$ cat src/rtl/seq_lock_pkg.sv
// Shared state encoding and width helpers for the sequential combination lock.
package seq_lock_pkg;

    localparam logic [1:0] StEntry    = 2'd0;
    localparam logic [1:0] StUnlocked = 2'd1;
    localparam logic [1:0] StProgram  = 2'd2;
    localparam logic [1:0] StLockout  = 2'd3;

    function automatic int unsigned step_w(input int unsigned n_steps);
        return $clog2(n_steps);
    endfunction

    function automatic int unsigned fail_w(input int unsigned max_fail);
        return $clog2(max_fail + 1);
    endfunction

    function automatic int unsigned timer_w(input int unsigned unlock_cyc,
                                            input int unsigned lockout_cyc);
        return $clog2(((unlock_cyc > lockout_cyc) ? unlock_cyc : lockout_cyc) + 1);
    endfunction

endpackage

$ cat src/rtl/edge_detect_rise.sv
// Registers a level input and flags the cycle in which it first samples high.
module edge_detect_rise (
    input  logic clk_i,
    input  logic rst_ni,
    input  logic d_i,
    output logic q_o,
    output logic rise_o
);

    logic d_q;

    always_ff @(posedge clk_i or negedge rst_ni) begin
        if (!rst_ni) begin
            d_q <= 1'b0;
        end else begin
            d_q <= d_i;
        end
    end

    assign q_o    = d_q;
    assign rise_o = d_i & ~d_q;

endmodule

$ cat src/rtl/seq_lock.sv
// Sequential combination lock with timed unlock window, failure lockout and
// in-field code reprogramming while unlocked.
module seq_lock
    import seq_lock_pkg::*;
#(
    parameter int unsigned CODE_W      = 5,
    parameter int unsigned N_STEPS     = 3,
    parameter logic [N_STEPS*CODE_W-1:0] DEFAULT_CODE = {5'h1D, 5'h0C, 5'h10},
    parameter int unsigned MAX_FAIL    = 3,
    parameter int unsigned LOCKOUT_CYC = 16,
    parameter int unsigned UNLOCK_CYC  = 8
) (
    input  logic                                 clk_i,
    input  logic                                 rst_ni,
    input  logic [CODE_W-1:0]                    code_in_i,
    input  logic                                 enter_i,
    input  logic                                 prog_en_i,
    output logic                                 unlocked_o,
    output logic                                 locked_out_o,
    output logic                                 prog_active_o,
    output logic [step_w(N_STEPS)-1:0]           step_o,
    output logic [fail_w(MAX_FAIL)-1:0]          fail_cnt_o
);

    localparam int unsigned StepW  = step_w(N_STEPS);
    localparam int unsigned FailW  = fail_w(MAX_FAIL);
    localparam int unsigned TimerW = timer_w(UNLOCK_CYC, LOCKOUT_CYC);
    localparam int unsigned CodeW  = N_STEPS * CODE_W;

    localparam logic [StepW-1:0]  LastStep   = StepW'(N_STEPS - 1);
    localparam logic [FailW-1:0]  LastFail   = FailW'(MAX_FAIL - 1);
    localparam logic [TimerW-1:0] UnlockLoad = TimerW'(UNLOCK_CYC - 1);
    localparam logic [TimerW-1:0] LockLoad   = TimerW'(LOCKOUT_CYC - 1);

    logic [1:0]        state_q, state_d;
    logic [StepW-1:0]  step_q, step_d;
    logic [FailW-1:0]  fail_q, fail_d;
    logic [TimerW-1:0] timer_q, timer_d;
    logic [CodeW-1:0]  code_q, code_d;
    logic [CodeW-1:0]  shadow_q, shadow_d;
    logic              enter_q;
    logic              enter_rise;
    logic [CODE_W-1:0] cur_digit;

    edge_detect_rise u_enter_edge (
        .clk_i  (clk_i),
        .rst_ni (rst_ni),
        .d_i    (enter_i),
        .q_o    (enter_q),
        .rise_o (enter_rise)
    );

    assign cur_digit = code_q[step_q*CODE_W +: CODE_W];

    always_comb begin
        state_d  = state_q;
        step_d   = step_q;
        fail_d   = fail_q;
        timer_d  = timer_q;
        code_d   = code_q;
        shadow_d = shadow_q;
        case (state_q)
            StEntry: begin
                if (enter_rise) begin
                    if (code_in_i == cur_digit) begin
                        if (step_q == LastStep) begin
                            state_d = StUnlocked;
                            step_d  = '0;
                            fail_d  = '0;
                            timer_d = UnlockLoad;
                        end else begin
                            step_d = step_q + 1'b1;
                        end
                    end else begin
                        // A wrong digit restarts the sequence; it is not retried as digit 0.
                        step_d = '0;
                        if (fail_q == LastFail) begin
                            state_d = StLockout;
                            timer_d = LockLoad;
                            fail_d  = '0;
                        end else begin
                            fail_d = fail_q + 1'b1;
                        end
                    end
                end
            end
            StUnlocked: begin
                if (enter_rise && prog_en_i) begin
                    state_d = StProgram;
                    step_d  = '0;
                end else if (timer_q == '0) begin
                    state_d = StEntry;
                end else begin
                    timer_d = timer_q - 1'b1;
                end
            end
            StProgram: begin
                if (!prog_en_i) begin
                    state_d  = StEntry;
                    step_d   = '0;
                    shadow_d = '0;
                end else if (enter_rise) begin
                    shadow_d[step_q*CODE_W +: CODE_W] = code_in_i;
                    if (step_q == LastStep) begin
                        // Commit all digits in one clock so a half-written code is never live.
                        code_d   = shadow_d;
                        shadow_d = '0;
                        state_d  = StEntry;
                        step_d   = '0;
                    end else begin
                        step_d = step_q + 1'b1;
                    end
                end
            end
            StLockout: begin
                if (timer_q == '0) begin
                    state_d = StEntry;
                end else begin
                    timer_d = timer_q - 1'b1;
                end
            end
            default: begin
                state_d = StEntry;
                step_d  = '0;
            end
        endcase
    end

    always_ff @(posedge clk_i or negedge rst_ni) begin
        if (!rst_ni) begin
            state_q  <= StEntry;
            step_q   <= '0;
            fail_q   <= '0;
            timer_q  <= '0;
            code_q   <= DEFAULT_CODE;
            shadow_q <= '0;
        end else begin
            state_q  <= state_d;
            step_q   <= step_d;
            fail_q   <= fail_d;
            timer_q  <= timer_d;
            code_q   <= code_d;
            shadow_q <= shadow_d;
        end
    end

    assign unlocked_o    = (state_q == StUnlocked);
    assign locked_out_o  = (state_q == StLockout);
    assign prog_active_o = (state_q == StProgram);
    assign step_o        = step_q;
    assign fail_cnt_o    = fail_q;

    logic unused_enter_q;
    assign unused_enter_q = enter_q;

endmodule

$ cat config.mk
export PLATFORM = sky130hd
export DESIGN_NAME = seq_lock
export DESIGN_NICKNAME = d
export VERILOG_FILES = /design/src/rtl/seq_lock_pkg.sv /design/src/rtl/edge_detect_rise.sv /design/src/rtl/seq_lock.sv
export SDC_FILE = /design/constraint.sdc
export NUM_CORES = 1
export LEC_CHECK = 0
export ABC_CLOCK_PERIOD_IN_PS = 2400
export CORE_MARGIN = 1.5
export CORE_UTILIZATION = 40
export CTS_CLUSTER_DIAMETER = 150
export DETAILED_ROUTE_END_ITERATION = 7
export DONT_BUFFER_PORTS = 1
export HOLD_SLACK_MARGIN = 0.05
export SLEW_MARGIN = 20
export SYNTH_ARGS = -nofsm -noshare
export SYNTH_HDL_FRONTEND = slang
export SYNTH_SLANG_ARGS = --single-unit
$ cat constraint.sdc
create_clock -name clk_i -period 2.4 [get_ports clk_i]
set_input_delay 0.6 -clock clk_i [delete_from_list [all_inputs] [get_ports clk_i]]
set_output_delay 0.6 -clock clk_i [all_outputs]
set_load 0.02 [all_outputs]
==> results.sh, run 1 <==
export IMPL_yosys_area_share_simple_pct=18.3
export IMPL_start_kind="register"
export IMPL_period_share_pct=103
export IMPL_synth_compound_area_share_pct=21.8
export IMPL_tritoncts="built"
export IMPL_die_h_um=81.3
export IMPL_dr_first_iter_drc_count=100
export IMPL_maxSlewViolCount=0
export IMPL_synth_common_cells="dfrtp_1, nand2_1, nor2b_1"
export IMPL_groute_usage_overall_pct=18.5
export IMPL_ant_nets=0
export IMPL_rsz0062_at_grt="yes"
export IMPL_yosysSeqAreaShare_pct=43.3
export IMPL_synth_edf_count=0
export IMPL_wire_per_inst_um=16.2
export IMPL_vias_per_cell=5.39
export IMPL_post_synth_top_count_cell="dfrtp_1"
export IMPL_dp_hpwl_um=3960
export IMPL_cts_max_path_buffers=2
export IMPL_area_growth_pct=13.7
export IMPL_clk_pin_slew_ps=90
export IMPL_crit_chain="mux2_4 > a221oi_2 > o32ai_1 > or4_4 > mux2i_4 > a221o_1 > a22o_1"
export IMPL_ys_top_cells_by_area="dfrtp_1, dfstp_2, ha_1, a22o_1, nor2b_1"
export IMPL_final_cell_area_um2=2790
export IMPL_synth_cell_types=48
export IMPL_port_buffers=0
export IMPL_synth_top_family_by_area="compound AO/OA/AOI/OAI gates"
export IMPL_grt_pass1_vias=1742
export IMPL_synth_xor_area_share_pct=1.07
export IMPL_netlist_instances=256
export IMPL_dieArea_um2=6600
export IMPL_maxSlewHeadroom_pct=70.6
export IMPL_start_util_pct=41.4
export IMPL_powerDensity_nw_per_um2=974
export IMPL_grt_pass1_wl_um=9110
export IMPL_violations="negative setup slack"
export IMPL_whs_ps=125
export IMPL_io_pins=16
export IMPL_synth_top_area_cell="dfrtp_1"
export IMPL_ys_warnings_count=0
export IMPL_worst_path_buf_inv=0
export IMPL_clock_root_buffer="clkbuf_8"
export IMPL_nFillCells=554
export IMPL_period_minus_slack_ps=2480
export IMPL_crit_required_ps=2590
export IMPL_diodes=0
export IMPL_end_kind="register"
export IMPL_finalClockSkew_ps=5.25
export IMPL_cap_violations=0
export IMPL_syn_mean_instance_area_um2=9.57
export IMPL_arrival_ps=2670
export IMPL_setup_ws_ps=-80.8
export IMPL_crit_slowest_cell="dfrtp_2"
export IMPL_globalplace_congestion=0.827
export IMPL_drt_pass1_iter_count=4
export IMPL_overflow=0
export IMPL_setup_tns_ps=-209
export IMPL_leakage_nw=1.18
export IMPL_cts_buffers=5
export IMPL_total_power_mw=2.71
export IMPL_antenna_found_initial=0
export IMPL_path_delay_family="compound AO/OA/AOI/OAI gates"
export IMPL_synth_seq_cells=42
export IMPL_core_um2=5920
export IMPL_worstHoldPathType="primary input to asynchronous set/reset pin"
export IMPL_insertion_delay_ps=300
export IMPL_cp_max_fo=7
export IMPL_synth_area_um2=2450
export IMPL_worst_pin_slew_ps=435
export IMPL_chipWidth_um=81.3
export IMPL_place_area_um2=2610
export IMPL_post_route_drc_count=0
export IMPL_synth_top_area_share_pct=35.8
export IMPL_h_tree_depth=2
export IMPL_grt_max_degree=36
export IMPL_peakVddDrop_uv=536
export IMPL_cts_sink_count=42
export IMPL_path_class="register to register"
export IMPL_outcome="finished with violations"
export IMPL_synthArstFlopShare_pct=100
export IMPL_synth_flop_cell="dfrtp_1"
export IMPL_synth_mux_area_share_pct=5.21
export IMPL_synthAdderAreaFrac_pct=6.13
export IMPL_hold_viol_final=0
export IMPL_drive_gt1_share_pct=18.5
export IMPL_syn_num_nets=277
export IMPL_layout_nets=290
export IMPL_fmax_mhz=403
export IMPL_vias=1859
export IMPL_num_rows=28
export IMPL_setup_violations=4
export IMPL_wirelength_um=5600
export IMPL_slowest_delay_ps=490
[worst reg2reg max path: cells and delay by family, from the launching register on]
| family | cells | cell delay [ps] |
|---|---|---|
| multiplexers | 2 | 560 |
| AND/OR/NAND/NOR | 1 | 470 |
| AO/OA/AOI/OAI | 4 | 850 |
| flip-flops | 1 | 490 |
[flip-flops by register name, indices dropped and copies added (netlist names)]
signal	flops
code_q	15
fail_cnt_o	2
shadow_q	15
state_q	2
step_o	2
timer_q	5
u_enter_edge.q_o	1
[stage by stage]
| step | worst slack [ps] | utilization, % | std cells |
|---|---|---|---|
| after global routing | -119 | 47.1 | 345 |
| after CTS | -56.0 | 46.2 | 343 |
| final | -80.8 | 47.1 | 345 |
| after global placement | -77.4 | 44.0 | 332 |
| after detailed placement | -120 | 44.0 | 332 |
| after floorplan | -177 | - | 256 |
[report_power, final]
part / switching, mW / internal, mW / total, mW
combinational: 0.741 / 0.565 / 1.31
sequential: 0.108 / 0.826 / 0.934
clock: 0.263 / 0.210 / 0.473
total: 1.11 / 1.60 / 2.71
[cell families after synthesis]
logic type      Yosys count
fa+ha+maj                12
simple gates             85
xor+xnor                  3
compound gates           80
buf+inv                  24
flops                    42
mux                      10
[area by class of cell]
| type | instances | area [um^2] | area share (%) |
|---|---|---|---|
| clock buffers | 5 | 68.8 | 2.47 |
| clock inverters | 3 | 25.0 | 0.898 |
| inverters | 9 | 33.8 | 1.21 |
| multi-input cells | 190 | 1320 | 47.5 |
| flip-flops and latches | 42 | 1060 | 38.1 |
| well taps | 75 | 93.8 | 3.37 |
| repair buffers | 21 | 181 | 6.51 |
[what timing repair did]
action | in CTS | in global routing
setup endpoints to repair | 7 | 7
setup buffers | 2 | 2
resized for setup | 1 | 8
hold buffers | 1 | 0
gates cloned | 0 | 0
pin swaps | 1 | 3
endpoints found under the hold margin | 35 | 0
[placed cells by master (no fill, tap or decap), drive strengths merged, types with 3 or more instances in the layout]
| master | synthesis | routed |
|---|---|---|
| mux2i | 7 | 7 |
| buf | 10 | 21 |
| nor3b | 3 | 3 |
| a21oi | 21 | 21 |
| o2bb2ai | 3 | 3 |
| inv | 9 | 10 |
| nand3 | 4 | 4 |
| a22o | 16 | 16 |
| nor2 | 11 | 11 |
| nand2b | 3 | 3 |
| nand2 | 28 | 28 |
| o31ai | 3 | 3 |
| ha | 12 | 12 |
| clkbuf | 5 | 5 |
| nor2b | 21 | 21 |
| xor2 | 3 | 3 |
| mux2 | 3 | 3 |
| dfrtp | 35 | 35 |
| o21ai | 24 | 24 |
| dfstp | 7 | 7 |
[per-layer routing]
layer  vias to the layer above  part of all wire, %  global-route usage, %
met2                        31                   42                   26.0
met3                         5                  4.3                   4.16
met1                       883                   53                   28.2
li1                        940                    -                      -
met4                         0                 0.84                   4.48
met5                         -                    0                      0
[path summary, 6_finish.rpt]
| path | startpoint | end | slack, ps | depth (start not counted) |
|---|---|---|---|---|
| max reg2reg | step_o[1] | timer_q[3] | -80 | 7 |
| min in group clk_i | enter_i | u_enter_edge.q_o | 330 | 0 |
| max | step_o[1] | timer_q[3] | -80 | 7 |
| max in group asynchronous | rst_ni | step_o[1] | 2070 | 1 |
| min reg2reg | code_q[13] | code_q[13] | 470 | 2 |
| min | rst_ni | timer_q[2] | 130 | 1 |
(Power assumes the default switching activity.)
==> inputs of run 2 (changes only) <==
--- a/config.mk
+++ b/config.mk
@@ -9,6 +9,7 @@
 export CORE_MARGIN = 1.5
 export CORE_UTILIZATION = 40
 export CTS_CLUSTER_DIAMETER = 150
+export CTS_CLUSTER_SIZE = 14
 export DETAILED_ROUTE_END_ITERATION = 7
 export DONT_BUFFER_PORTS = 1
 export HOLD_SLACK_MARGIN = 0.05
@@ -16,3 +17,4 @@
 export SYNTH_ARGS = -nofsm -noshare
 export SYNTH_HDL_FRONTEND = slang
 export SYNTH_SLANG_ARGS = --single-unit
+export TNS_END_PERCENT = 100
==> results of run 2 <==
The final DEF is identical to that of run 1; final timing and power are the same.
